[src/rtl/hippo_lsu_if.sv]
// hippo_lsu_if: width type plus the request/response/memory bundle between CPU, LSU and byte-lane memory
package hippo_lsu_pkg;
  typedef logic [1:0] mem_width_t;
  localparam mem_width_t BYTE = 2'd0;
  localparam mem_width_t HALFWORD = 2'd1;
  localparam mem_width_t WORD = 2'd2;
endpackage

interface hippo_lsu_if #(parameter int MEM_AW = 10);
  import hippo_lsu_pkg::*;
  logic req_valid_i, req_ready_o, req_we_i, req_sign_extend_i;
  mem_width_t req_width_i;
  logic [31:0] req_addr_i, req_data_i;
  logic rsp_valid_o, rsp_ready_i, rsp_err_o;
  logic [31:0] rsp_data_o;
  logic [MEM_AW-1:0] mem_addr_o;
  mem_width_t mem_width_o;
  logic mem_sign_extend_o, mem_we_o;
  logic [31:0] mem_data_o, mem_data_i;
  modport slave (
    input req_valid_i, req_we_i, req_width_i, req_sign_extend_i, req_addr_i, req_data_i, rsp_ready_i, mem_data_i,
    output req_ready_o, rsp_valid_o, rsp_data_o, rsp_err_o, mem_addr_o, mem_width_o, mem_sign_extend_o, mem_data_o, mem_we_o
  );
  modport master (
    output req_valid_i, req_we_i, req_width_i, req_sign_extend_i, req_addr_i, req_data_i, rsp_ready_i, mem_data_i,
    input req_ready_o, rsp_valid_o, rsp_data_o, rsp_err_o, mem_addr_o, mem_width_o, mem_sign_extend_o, mem_data_o, mem_we_o
  );
endinterface

[src/rtl/hippo_lsu.sv]
// hippo_lsu: load/store unit in front of the byte-lane memory, one access per cycle with a one-deep response hold
// HIPPO_LSU_MISALIGN_TRAP_EN turns misaligned HALFWORD/WORD accesses into faults
module hippo_lsu
  import hippo_lsu_pkg::*;
#(
  parameter int MEMORY_DEPTH_BYTES = 1024
) (
  input logic clk_i,
  input logic rst_i,
  hippo_lsu_if.slave bus
);
  localparam int MemAddrWidth = $clog2(MEMORY_DEPTH_BYTES);
  typedef enum logic [1:0] {IDLE, PEND, HOLD} state_t;
  state_t state_q, state_d;
  logic we_q, fault_q, hold_err_q;
  logic [31:0] hold_data_q;
  logic [2:0] nbytes;
  logic [32:0] last;
  logic bad_width, range_fault, misalign, fault, fire;
  always_comb begin
    nbytes = bus.req_width_i == WORD ? 3'd4 : bus.req_width_i == HALFWORD ? 3'd2 : 3'd1;
    bad_width = bus.req_width_i == 2'd3;
    // 33 bits so addresses near 2^32 cannot wrap back into range
    last = {1'b0, bus.req_addr_i} + 33'(nbytes) - 33'd1;
    range_fault = last >= 33'(MEMORY_DEPTH_BYTES);
`ifdef HIPPO_LSU_MISALIGN_TRAP_EN
    misalign = (bus.req_width_i == HALFWORD && bus.req_addr_i[0]) ||
               (bus.req_width_i == WORD && bus.req_addr_i[1:0] != 2'd0);
`else
    misalign = 1'b0;
`endif
    fault = bad_width || range_fault || misalign;
    fire = bus.req_valid_i && bus.req_ready_o;
    state_d = bus.req_ready_o ? (fire ? PEND : IDLE) : HOLD;
  end
  assign bus.req_ready_o = state_q == IDLE || bus.rsp_ready_i;
  assign bus.rsp_valid_o = state_q != IDLE;
  assign bus.rsp_data_o = state_q == HOLD ? hold_data_q :
                          (state_q == PEND && !fault_q && !we_q) ? bus.mem_data_i : 32'd0;
  assign bus.rsp_err_o = state_q == HOLD ? hold_err_q : (state_q == PEND && fault_q);
  assign bus.mem_addr_o = bus.req_addr_i[MemAddrWidth-1:0];
  assign bus.mem_width_o = bus.req_width_i;
  assign bus.mem_sign_extend_o = bus.req_sign_extend_i;
  assign bus.mem_data_o = bus.req_data_i;
  assign bus.mem_we_o = fire && bus.req_we_i && !fault && !rst_i;
  always_ff @(posedge clk_i) begin
    if (rst_i) begin
      state_q <= IDLE;
      we_q <= 1'b0;
      fault_q <= 1'b0;
      hold_err_q <= 1'b0;
      hold_data_q <= 32'd0;
    end else begin
      if (fire) begin
        we_q <= bus.req_we_i;
        fault_q <= fault;
      end
      if (state_q == PEND && !bus.rsp_ready_i) begin
        hold_data_q <= bus.rsp_data_o;
        hold_err_q <= bus.rsp_err_o;
      end
      state_q <= state_d;
    end
  end
endmodule

[src/flat_wrapper.sv]
// flat-port wrapper written by rule: the top's interface ports become plain ports
module hippo_lsu_flat import hippo_lsu_pkg::*;
#(
  parameter int MEMORY_DEPTH_BYTES = 1024
)
  (clk_i, rst_i, bus_req_valid_i, bus_req_we_i, bus_req_width_i, bus_req_sign_extend_i, bus_req_addr_i, bus_req_data_i, bus_rsp_ready_i, bus_mem_data_i, bus_req_ready_o, bus_rsp_valid_o, bus_rsp_data_o, bus_rsp_err_o, bus_mem_addr_o, bus_mem_width_o, bus_mem_sign_extend_o, bus_mem_data_o, bus_mem_we_o);
  hippo_lsu_if #(.MEM_AW(10)) bus_i ();
  input logic clk_i;
  input logic rst_i;
  input wire logic [$bits(bus_i.req_valid_i)-1:0] bus_req_valid_i;
  input wire logic [$bits(bus_i.req_we_i)-1:0] bus_req_we_i;
  input wire logic [$bits(bus_i.req_width_i)-1:0] bus_req_width_i;
  input wire logic [$bits(bus_i.req_sign_extend_i)-1:0] bus_req_sign_extend_i;
  input wire logic [$bits(bus_i.req_addr_i)-1:0] bus_req_addr_i;
  input wire logic [$bits(bus_i.req_data_i)-1:0] bus_req_data_i;
  input wire logic [$bits(bus_i.rsp_ready_i)-1:0] bus_rsp_ready_i;
  input wire logic [$bits(bus_i.mem_data_i)-1:0] bus_mem_data_i;
  output wire logic [$bits(bus_i.req_ready_o)-1:0] bus_req_ready_o;
  output wire logic [$bits(bus_i.rsp_valid_o)-1:0] bus_rsp_valid_o;
  output wire logic [$bits(bus_i.rsp_data_o)-1:0] bus_rsp_data_o;
  output wire logic [$bits(bus_i.rsp_err_o)-1:0] bus_rsp_err_o;
  output wire logic [$bits(bus_i.mem_addr_o)-1:0] bus_mem_addr_o;
  output wire logic [$bits(bus_i.mem_width_o)-1:0] bus_mem_width_o;
  output wire logic [$bits(bus_i.mem_sign_extend_o)-1:0] bus_mem_sign_extend_o;
  output wire logic [$bits(bus_i.mem_data_o)-1:0] bus_mem_data_o;
  output wire logic [$bits(bus_i.mem_we_o)-1:0] bus_mem_we_o;
  assign bus_i.req_valid_i = bus_req_valid_i;
  assign bus_i.req_we_i = bus_req_we_i;
  assign bus_i.req_width_i = bus_req_width_i;
  assign bus_i.req_sign_extend_i = bus_req_sign_extend_i;
  assign bus_i.req_addr_i = bus_req_addr_i;
  assign bus_i.req_data_i = bus_req_data_i;
  assign bus_i.rsp_ready_i = bus_rsp_ready_i;
  assign bus_i.mem_data_i = bus_mem_data_i;
  assign bus_req_ready_o = bus_i.req_ready_o;
  assign bus_rsp_valid_o = bus_i.rsp_valid_o;
  assign bus_rsp_data_o = bus_i.rsp_data_o;
  assign bus_rsp_err_o = bus_i.rsp_err_o;
  assign bus_mem_addr_o = bus_i.mem_addr_o;
  assign bus_mem_width_o = bus_i.mem_width_o;
  assign bus_mem_sign_extend_o = bus_i.mem_sign_extend_o;
  assign bus_mem_data_o = bus_i.mem_data_o;
  assign bus_mem_we_o = bus_i.mem_we_o;
  hippo_lsu #(.MEMORY_DEPTH_BYTES(MEMORY_DEPTH_BYTES)) u_core (.clk_i(clk_i), .rst_i(rst_i), .bus(bus_i));
endmodule
[config.mk]
export PLATFORM = sky130hd
export DESIGN_NAME = hippo_lsu_flat
export DESIGN_NICKNAME = d
export VERILOG_FILES = /design/src/rtl/hippo_lsu_if.sv /design/src/rtl/hippo_lsu.sv /design/src/flat_wrapper.sv
export SDC_FILE = /design/constraint.sdc
export NUM_CORES = 1
export LEC_CHECK = 0
export ABC_AREA = 1
export CAP_MARGIN = 0
export CORE_ASPECT_RATIO = 1.4
export CORE_MARGIN = 2
export CORE_UTILIZATION = 47
export DETAILED_ROUTE_END_ITERATION = 8
export PLACE_DENSITY_LB_ADDON = 0.1
export SKIP_CTS_REPAIR_TIMING = 1
export SKIP_LAST_GASP = 1
export SLEW_MARGIN = 20
export SYNTH_ARGS = -nofsm -noshare
export SYNTH_HDL_FRONTEND = slang
export SYNTH_SLANG_ARGS = --single-unit
[constraint.sdc]
create_clock -name clk_i -period 4.5 [get_ports clk_i]
set_input_delay 0.675 -clock clk_i [delete_from_list [all_inputs] [get_ports clk_i]]
set_output_delay 0.675 -clock clk_i [all_outputs]
set_load 0.01 [all_outputs]
[After elaboration in Yosys (flattened, before gate mapping)]
Cells that the tools add are included.
Cells by class
  add/subtract/negate cells: 2
  multipliers: 0
  div/mod/pow operators: 0
  $lt $le $gt $ge: 1
  equality and inequality tests: 5
  shifts and indexed selects: 0
  multiplexer cells: 7
  bitwise gates (word level): 1
  reduce and logical (&&, ||, !) cells: 18
Operators by type and width (count)
  $mux W32: 2
  $add A32 B3 Y33: 1
  $ge A33 B11 Y1 const B: 1
  $sub A33 B1 Y33 const B: 1
  $logic_and A1 B1 Y1: 8
  $eq A2 B2 Y1 const B: 3
  $logic_not A1 Y1: 5
  $eq A2 B1 Y1 const B: 2
  $mux W2: 2
  $mux W3: 1
  $logic_not A2 Y1: 1
  $logic_or A1 B1 Y1: 2
  $mux W1: 2
  $reduce_bool A2 Y1: 1
  $reduce_or A2 Y1: 1
  $not A1 Y1: 1
Word-level totals
  flip-flop bits (word level): 37
  latch bits: 0
  bits in writable memories: 0
  memory bits (read-only): 0
  bits of input ports: 104
  output and inout bits: 81
  logic and storage cells: 40
  memories: 0

[Depth between registers and ports, before layout]
Gate-level depths: netlist (run 1).
  depth in word-level cells: 10
  gate-level depth with buffers: 24
  gate-level depth less buffers: 24

[Least setup slack after synthesis (run 1)]
No wires, ideal clock.
  kind: input -> output
  from: input bus_req_width_i[0]
  to: output bus_mem_we_o
  data arrival time: 2.994 ns
  required time: 3.825 ns
  path slack: 0.831 ns
  cell stages on the path: 23
  path through: inv_1 > ha_1 > inv_1 > ha_1 > inv_1 > ha_1 > inv_1 > fa_1 > inv_1 > nand3_1 > nand3_1 > nand2_1 > nand3_2 > nand2_1 > nand3_1 > nand2_1 > nor2_1 > inv_1 > nor2_1 > nand2_1 > nor2_1 > nand2_1 > nor2_1
On the way
  cells in the longest elaborated chain, start to end: 10
Ends and longest elaborated chain
  from (decl): line flat_wrapper.sv:12  | input wire logic [$bits(bus_i.req_width_i)-1:0] bus_req_width_i;
  $eq A2 B1 Y1: line hippo_lsu.sv:21  | nbytes = bus.req_width_i == WORD ? 3'd4 : bus.req_width_i == HALFWORD ? 3'd2 : 3'd1;
  $mux W2: line hippo_lsu.sv:21
  $mux W3: line hippo_lsu.sv:21
  $add A32 B3 Y33: line hippo_lsu.sv:24  | last = {1'b0, bus.req_addr_i} + 33'(nbytes) - 33'd1;
  $sub A33 B1 Y33: line hippo_lsu.sv:24
  $ge A33 B11 Y1: line hippo_lsu.sv:25  | range_fault = last >= 33'(MEMORY_DEPTH_BYTES);
  $logic_or A1 B1 Y1 *: line hippo_lsu.sv:32  | fault = bad_width || range_fault || misalign;
  $logic_not A1 Y1 *: line hippo_lsu.sv:45  | assign bus.mem_we_o = fire && bus.req_we_i && !fault && !rst_i;
  $logic_and A1 B1 Y1 * (2 in series): line hippo_lsu.sv:45
  to (decl): line flat_wrapper.sv:26  | output wire logic [$bits(bus_i.mem_we_o)-1:0] bus_mem_we_o;
Mark *: on every way between the ends. The rest lies on a longest branch, timed or not.

[Final worst setup path (run 1)]
  from: input bus_req_addr_i[1]
  to: output bus_mem_we_o
On the way
  cells in the longest elaborated chain, start to end: 7
Ends and longest elaborated chain
  from (decl): line flat_wrapper.sv:14  | input wire logic [$bits(bus_i.req_addr_i)-1:0] bus_req_addr_i;
  $add A32 B3 Y33: line hippo_lsu.sv:24
  $sub A33 B1 Y33: line hippo_lsu.sv:24
  $ge A33 B11 Y1: line hippo_lsu.sv:25
  $logic_or A1 B1 Y1: line hippo_lsu.sv:32
  $logic_not A1 Y1: line hippo_lsu.sv:45
  $logic_and A1 B1 Y1 (2 in series): line hippo_lsu.sv:45
No other way between the ends.

==> impl_results.md, run 1 <==
* Pin count of the biggest net entering global routing at 45
* Hold Vio Cnt, Final at 0
* Leading cell types in the layout, fill and taps excluded: nand2_1, inv_1, clkdlybuf4s50_1
* Req. time, crit path at 3.83 ns
* Post-synthesis sequential area ratio at 0.145
* Max cap viols at 0
* Crit Path Max Fanout at 3
* Max frequency at 240 MHz
* Slew @ Worst Pin at 1.01 ns
* Initial core utilization at 0.477
* Clk slew on worst S/H paths at 0.05 ns
* Skew final at 0.00427 ns
* Worst Setup End Kind: output port
* CP cell instances: clkdlybuf4s50_1 > inv_1 > ha_1 > inv_1 > ha_1 > inv_1 > fa_2 > inv_1 > nand3_1 > nand3_2 > nand2_2 > nand3_2 > nand2_1 > nand3_1 > nand2_1 > nor2_2 > inv_1 > nor2_1 > nand2_1 > nor2_1 > nand2_1 > nor2_1 > buf_2
* DR DRC count at 0
* Slew HR at 0.324
* Worst r2r dst: u_core.hold_data_q[11]
* Grt total ovfl at 0
* Most common cell after layout, fill and taps aside: nand2_1
* Initial antenna violation count at 0
* Root Buffer: clkbuf_16
* Minimum clock period at 4.17 ns
* Die area at 11,800 um^2
* Die height at 128 um
* Port bufs at 118
* VDD IR max at 133 uV
* Inserted Clock Buffers at 5
* Fraction of layout cells with a size suffix above 1 at 0.0808
* Antenna Violating Nets Remaining at 0
* Status: finished clean
* Area Growth Syn to Fin at 27.3%
* Synth warn at 0
* Worst Path Arrival at 3.50 ns
* Crit-path max cell delay at 0.49 ns
* Placer Congestion at 0.954
* First-pass GRT wire length at 22.3 mm
* Post-Syn Instances at 937
* Worst setup path category: in -> out
* Post-DP Area at 6280 um^2
* CTS tree: yes
* Skew-Pair Late Insertion Delay at 0.28 ns
* Tcrit/Tclk final at 0.928
* I/O Pins at 185
* Average routed wire per standard cell at 11.5 um
* Global-route usage over all layers at 0.227
* Total number of vias at 5,669
* Lkg Pwr at 3.58 nW
* Critical path startpoint: bus_req_addr_i[1]
* Core area at 10,800 um^2
* Setup crit end: bus_mem_we_o
* Filler cells at 1,183
* # nets final at 1,168
* Synth unique cells at 31
* Reg2reg setup slack at 2.42 ns
* DRT Wirelength at 13.5 mm
* Syn avg cell area at 5.47 um^2
* Die width at 92.3 um
* Row count at 45
* Via density at 4.85
* Antenna cells at 0
* CP most frequent cell: inv_1
* Final instance area at 6530 um^2
* Number of synthesized register bits at 37
* Post-Syn Area at 5120 um^2
* Longest Clk Path Bufs at 2
* Net count after synthesis at 1,079
* Max-slew violation count at 0
* Min-delay worst type: reg -> reg
* Critical hold path startpoint: u_core.hold_err_q
* HPWL after DPL at 11.2 mm
* TritonCTS sink count at 37
* Pwr per Cell Area at 220 nW/um^2
* TNS Setup at 0 ns
* Number of global-route vias before repair at 5,173
* R2r worst-path depth at 9
* H-tree depth at 2
* CP Launch Type: input pin
* First-pass detailed-route iteration total at 5
* Worst r2r src: u_core.state_q[0]
* Final setup fails at 0
* Detailed Route Iter0 Violations at 175
* Crit-path slowest cell: clkdlybuf4s50_1
-- worst max-delay path: cells and delay by family --
family                   cells  cell delay [ns]
adder cells (fa/ha/maj)      3             0.77
buffers and inverters        7             0.92
AND/OR/NAND/NOR             13             1.14
-- Yosys cell counts --
cell / instances / area, um^2
nor3_1: 4 / 20.0
and2_1: 2 / 12.5
o22ai_1: 1 / 6.26
nand3_2: 6 / 60.1
xnor2_1: 1 / 8.76
a21oi_1: 59 / 295
a21oi_2: 2 / 17.5
clkbuf_1: 17 / 63.8
nand3_1: 79 / 395
nor2_4: 1 / 11.3
or2_0: 1 / 6.26
nand2_2: 9 / 56.3
and3_1: 1 / 6.26
o21bai_1: 5 / 37.5
xor2_1: 3 / 26.3
fa_1: 1 / 20.0
inv_1: 222 / 833
nand4_1: 15 / 93.8
or2_2: 1 / 6.26
o21ai_0: 71 / 355
ha_1: 37 / 463
a211oi_1: 1 / 7.51
nor2_1: 60 / 225
buf_4: 46 / 345
nor3_2: 2 / 20.0
nand2_1: 231 / 867
inv_2: 5 / 18.8
dfxtp_1: 37 / 741
nor2_2: 9 / 56.3
nand3b_1: 5 / 37.5
buf_1: 3 / 11.3
-- where the power goes --
group / switching, mW / leakage, nW / internal, mW / total, mW
clock: 0.130 / 0.0938 / 0.316 / 0.446
sequential: 0.00484 / 0.302 / 0.345 / 0.350
combinational: 0.363 / 3.18 / 0.278 / 0.641
total: 0.497 / 3.58 / 0.939 / 1.44
-- sequential cells by signal, indices dropped and copies added (netlist names) --
signal and count:
u_core.hold_data_q 32, u_core.state_q 2, u_core.fault_q 1, u_core.hold_err_q 1
u_core.we_q 1
-- final cells by class --
class / count / area [um^2] / area share
repair buffers: 148 / 1410 / 0.216
clock buffers: 5 / 125 / 0.0192
multi-input cells: 607 / 3160 / 0.484
clock inverters: 3 / 65.1 / 0.00997
well taps: 141 / 176 / 0.0270
inverters: 227 / 852 / 0.131
flip-flops and latches: 37 / 741 / 0.114
-- metal layers --
| layer | global-route usage | vias up | share of wire |
|---|---|---|---|
| met2 | 0.434 | 139 | 0.50 |
| met3 | 0.0283 | 31 | 0.042 |
| met4 | 0.0825 | 0 | 0.031 |
| li1 | - | 3030 | - |
| met5 | 0 | - | 0 |
| met1 | 0.254 | 2469 | 0.42 |
-- worst min path at each step --
stage          cells past startpoint  slack (ns)                end
2_1_floorplan                      2        0.44  u_core.hold_err_q
3_3_place_gp                       2        0.46  u_core.hold_err_q
3_5_place_dp                       2        0.46  u_core.hold_err_q
4_1_cts                            2        0.47  u_core.hold_err_q
5_1_grt                            2        0.49  u_core.hold_err_q
6_report                           2        0.46  u_core.hold_err_q
-- cell families (layout without fill, tap and decap cells) --
group | after synthesis | count (layout) | share of synthesized area
and+or+nand+nor | 426 | 426 | 0.366
buffers and inverters | 293 | 383 | 0.248
AOI/OAI and AO/OA | 139 | 139 | 0.140
adders and majority gates | 38 | 38 | 0.0942
DFF | 37 | 37 | 0.145
xor gates and xnor gates | 4 | 4 | 0.00684
-- through the flow --
step                std cells   util  power, mW  hold WS, ns  setup slack, ns
CTS                      1167  0.602       1.44        0.468           -0.463
global placement         1159  0.584      0.985        0.458           -0.382
finish                   1168  0.607       1.44        0.462            0.326
detailed placement       1159  0.584      0.988        0.457           -0.448
global route             1168  0.607       1.55        0.488         -0.00748
floorplan                 937      -      0.778        0.436            0.831
(Power assumes the default switching activity.)
==> run 2: changes to the inputs <==
- ABC_CLOCK_PERIOD_IN_PS: unset -> 4500
==> results of run 2 <==
The final DEF is identical to that of run 1; final timing and power are the same.
==> run 3: changes to the inputs <==
- CORE_ASPECT_RATIO: 1.4 -> 2
==> impl_results.md, run 3 (synthesized netlist as in run 1, its figures left out) <==
* Initial core utilization at 0.477 (+0.000500)
* CP cell instances: clkdlybuf4s50_1 > inv_1 > ha_1 > inv_1 > ha_1 > inv_1 > fa_2 > inv_1 > nand3_1 > nand3_2 > nand2_1 > nand3_2 > nand2_1 > nand3_1 > nand2_1 > nor2_2 > inv_1 > nor2_1 > nand2_1 > nor2_1 > nand2_1 > nor2_1 > clkbuf_2
* Post-DP Area at 6280 um^2 (about the same)
* Pwr per Cell Area at 207 nW/um^2 (-5.9%)
* Port bufs at 118 (unchanged)
* Hold Vio Cnt, Final at 0 (unchanged)
* Root Buffer: clkbuf_16
* Skew-Pair Late Insertion Delay at 0.28 ns (about the same)
* First-pass detailed-route iteration total at 5 (unchanged)
* Biggest register: u_core.hold_data_q
* Max cap viols at 0 (unchanged)
* VDD IR max at 167 uV (+26%)
* Pre-CTS setup slack at -0.464 ns (-0.0167 ns)
* Slew @ Worst Pin at 0.970 ns (-0.0415 ns)
* CP Launch Type: input pin
* Met3 Use GR at 0.0261 (-0.00224)
* Global-route usage over all layers at 0.236 (+0.00934)
* Detailed Route Iter0 Violations at 339 (+94%)
* Longest Clk Path Bufs at 2 (unchanged)
* Initial antenna violation count at 0 (unchanged)
* Pin count of the biggest net entering global routing at 53 (+18%)
* Die height at 152 um (+19%)
* Core area at 10,700 um^2 (-0.11%)
* Area Growth Syn to Fin at 26.0%
* Dpl cells at 1,158 (-0.086%)
* Final WS setup at 0.295 ns (-0.0308 ns)
* Via density at 4.93 (+1.6%)
* Max reg flops at 32 (unchanged)
* Total number of vias at 5,744 (+1.3%)
* CTS tree: yes
* Min-delay worst type: reg -> reg
* Tcrit/Tclk final at 0.934 (+0.00684)
* Pwr Total at 1.34 mW (-6.9%)
* Final setup fails at 0 (unchanged)
* Worst Path Arrival at 3.53 ns (+0.03 ns)
* First-pass GRT wire length at 22.9 mm (+2.9%)
* Grt peak-use layer: met2
* DR DRC count at 0 (unchanged)
* Row count at 54 (+20%)
* I/O Pins at 185 (unchanged)
* Max frequency at 238 MHz (-0.73%)
* Most common cell after layout, fill and taps aside: nand2_1
* Largest regs: u_core.hold_data_q (32), u_core.state_q (2)
* TritonCTS sink count at 37 (unchanged)
* Die area at 11,800 um^2 (+0.32%)
* Inserted Clock Buffers at 5 (unchanged)
* Status: finished clean
* Skew final at 0.00534 ns (+0.00107 ns)
* Antenna Violating Nets Remaining at 0 (unchanged)
* Lkg Pwr at 3.55 nW (-0.85%)
* Final instance area at 6460 um^2 (-1.1%)
* Crit path buf inv count at 7 (unchanged)
* Minimum clock period at 4.20 ns (+0.0308 ns)
* DRT Wirelength at 14.3 mm (+6.2%)
* TNS Setup at 0 ns (unchanged)
* H-tree depth at 2 (unchanged)
* Worst setup path category: in -> out
* HPWL after DPL at 11.7 mm (+5.1%)
* Grt total ovfl at 0 (unchanged)
* Slew HR at 0.352 (+0.0277)
* Req. time, crit path at 3.83 ns (about the same)
* Fraction of layout cells with a size suffix above 1 at 0.0780 (-0.00277)
* GR Util met2 at 0.373 (-0.0605)
* Clk slew on worst S/H paths at 0.05 ns (about the same)
* Placer Congestion at 0.920 (-3.5%)
* Crit-path max cell delay at 0.48 ns (about the same)
* Average routed wire per standard cell at 12.3 um (+6.5%)
* # nets final at 1,167 (-0.086%)
* Number of global-route vias before repair at 4,925 (-4.8%)
* Fin cells at 1,165 (-0.26%)
* RSZ-0062 raised after global routing: false
* Max-slew violation count at 0 (unchanged)
* GR Layer Usage met1 at 0.339 (+0.0852)
* Leading cell types in the layout, fill and taps excluded: nand2_1, inv_1, clkdlybuf4s50_1
* Die width at 77.8 um (-16%)
* Family with the most delay on the worst path: simple AND/OR/NAND/NOR gates
* Crit-path slowest cell: clkdlybuf4s50_1
* Worst Setup End Kind: output port
* Antenna cells at 0 (unchanged)
* Crit Path Max Fanout at 3 (unchanged)
-- run 3: routing by layer --
layer	vias to the layer above	share of wire
li1	3037	-
met1	2538	0.48
met2	147	0.46
met3	22	0.044
met4	0	0.019
met5	-	0
-- run 3: cell type report --
cell class,instances,area [um^2]
multi-input combinational,607,3150
fill,1112,4290
inverter,227,852
timing repair buffer,147,1400
tap,140,175
clock buffer,7,143
sequential,37,741
-- run 3: worst min-delay path: stages, from the launching register on --
cell and delay [ns]:
dfxtp_1 0.29, inv_1 0.06, a211oi_1 0.06
-- run 3: path summary, 6_finish.rpt --
kind / startpoint / depth (start not counted) / slack [ns] / end
setup / recovery: bus_req_addr_i[1] / 23 / 0.30 / bus_mem_we_o
setup reg to reg: u_core.state_q[0] / 8 / 2.53 / u_core.hold_data_q[26]
hold / removal: u_core.hold_err_q / 2 / 0.47 / u_core.hold_err_q
hold reg to reg: u_core.hold_err_q / 2 / 0.47 / u_core.hold_err_q
-- run 3: power by group --
group / switching (mW) / internal [mW] / leakage (nW)
Clock: 0.125 / 0.217 / 0.0700
Sequential: 0.00479 / 0.345 / 0.302
Combinational: 0.370 / 0.275 / 3.17
-- run 3: per-stage QoR --
| step | hold slack (ns) | utilization |
|---|---|---|
| after global routing | 0.481 | 0.601 |
| after CTS | 0.470 | 0.598 |
| after floorplan | 0.436 | - |
| after detailed placement | 0.458 | 0.585 |
| final | 0.468 | 0.601 |
| after global placement | 0.447 | 0.585 |
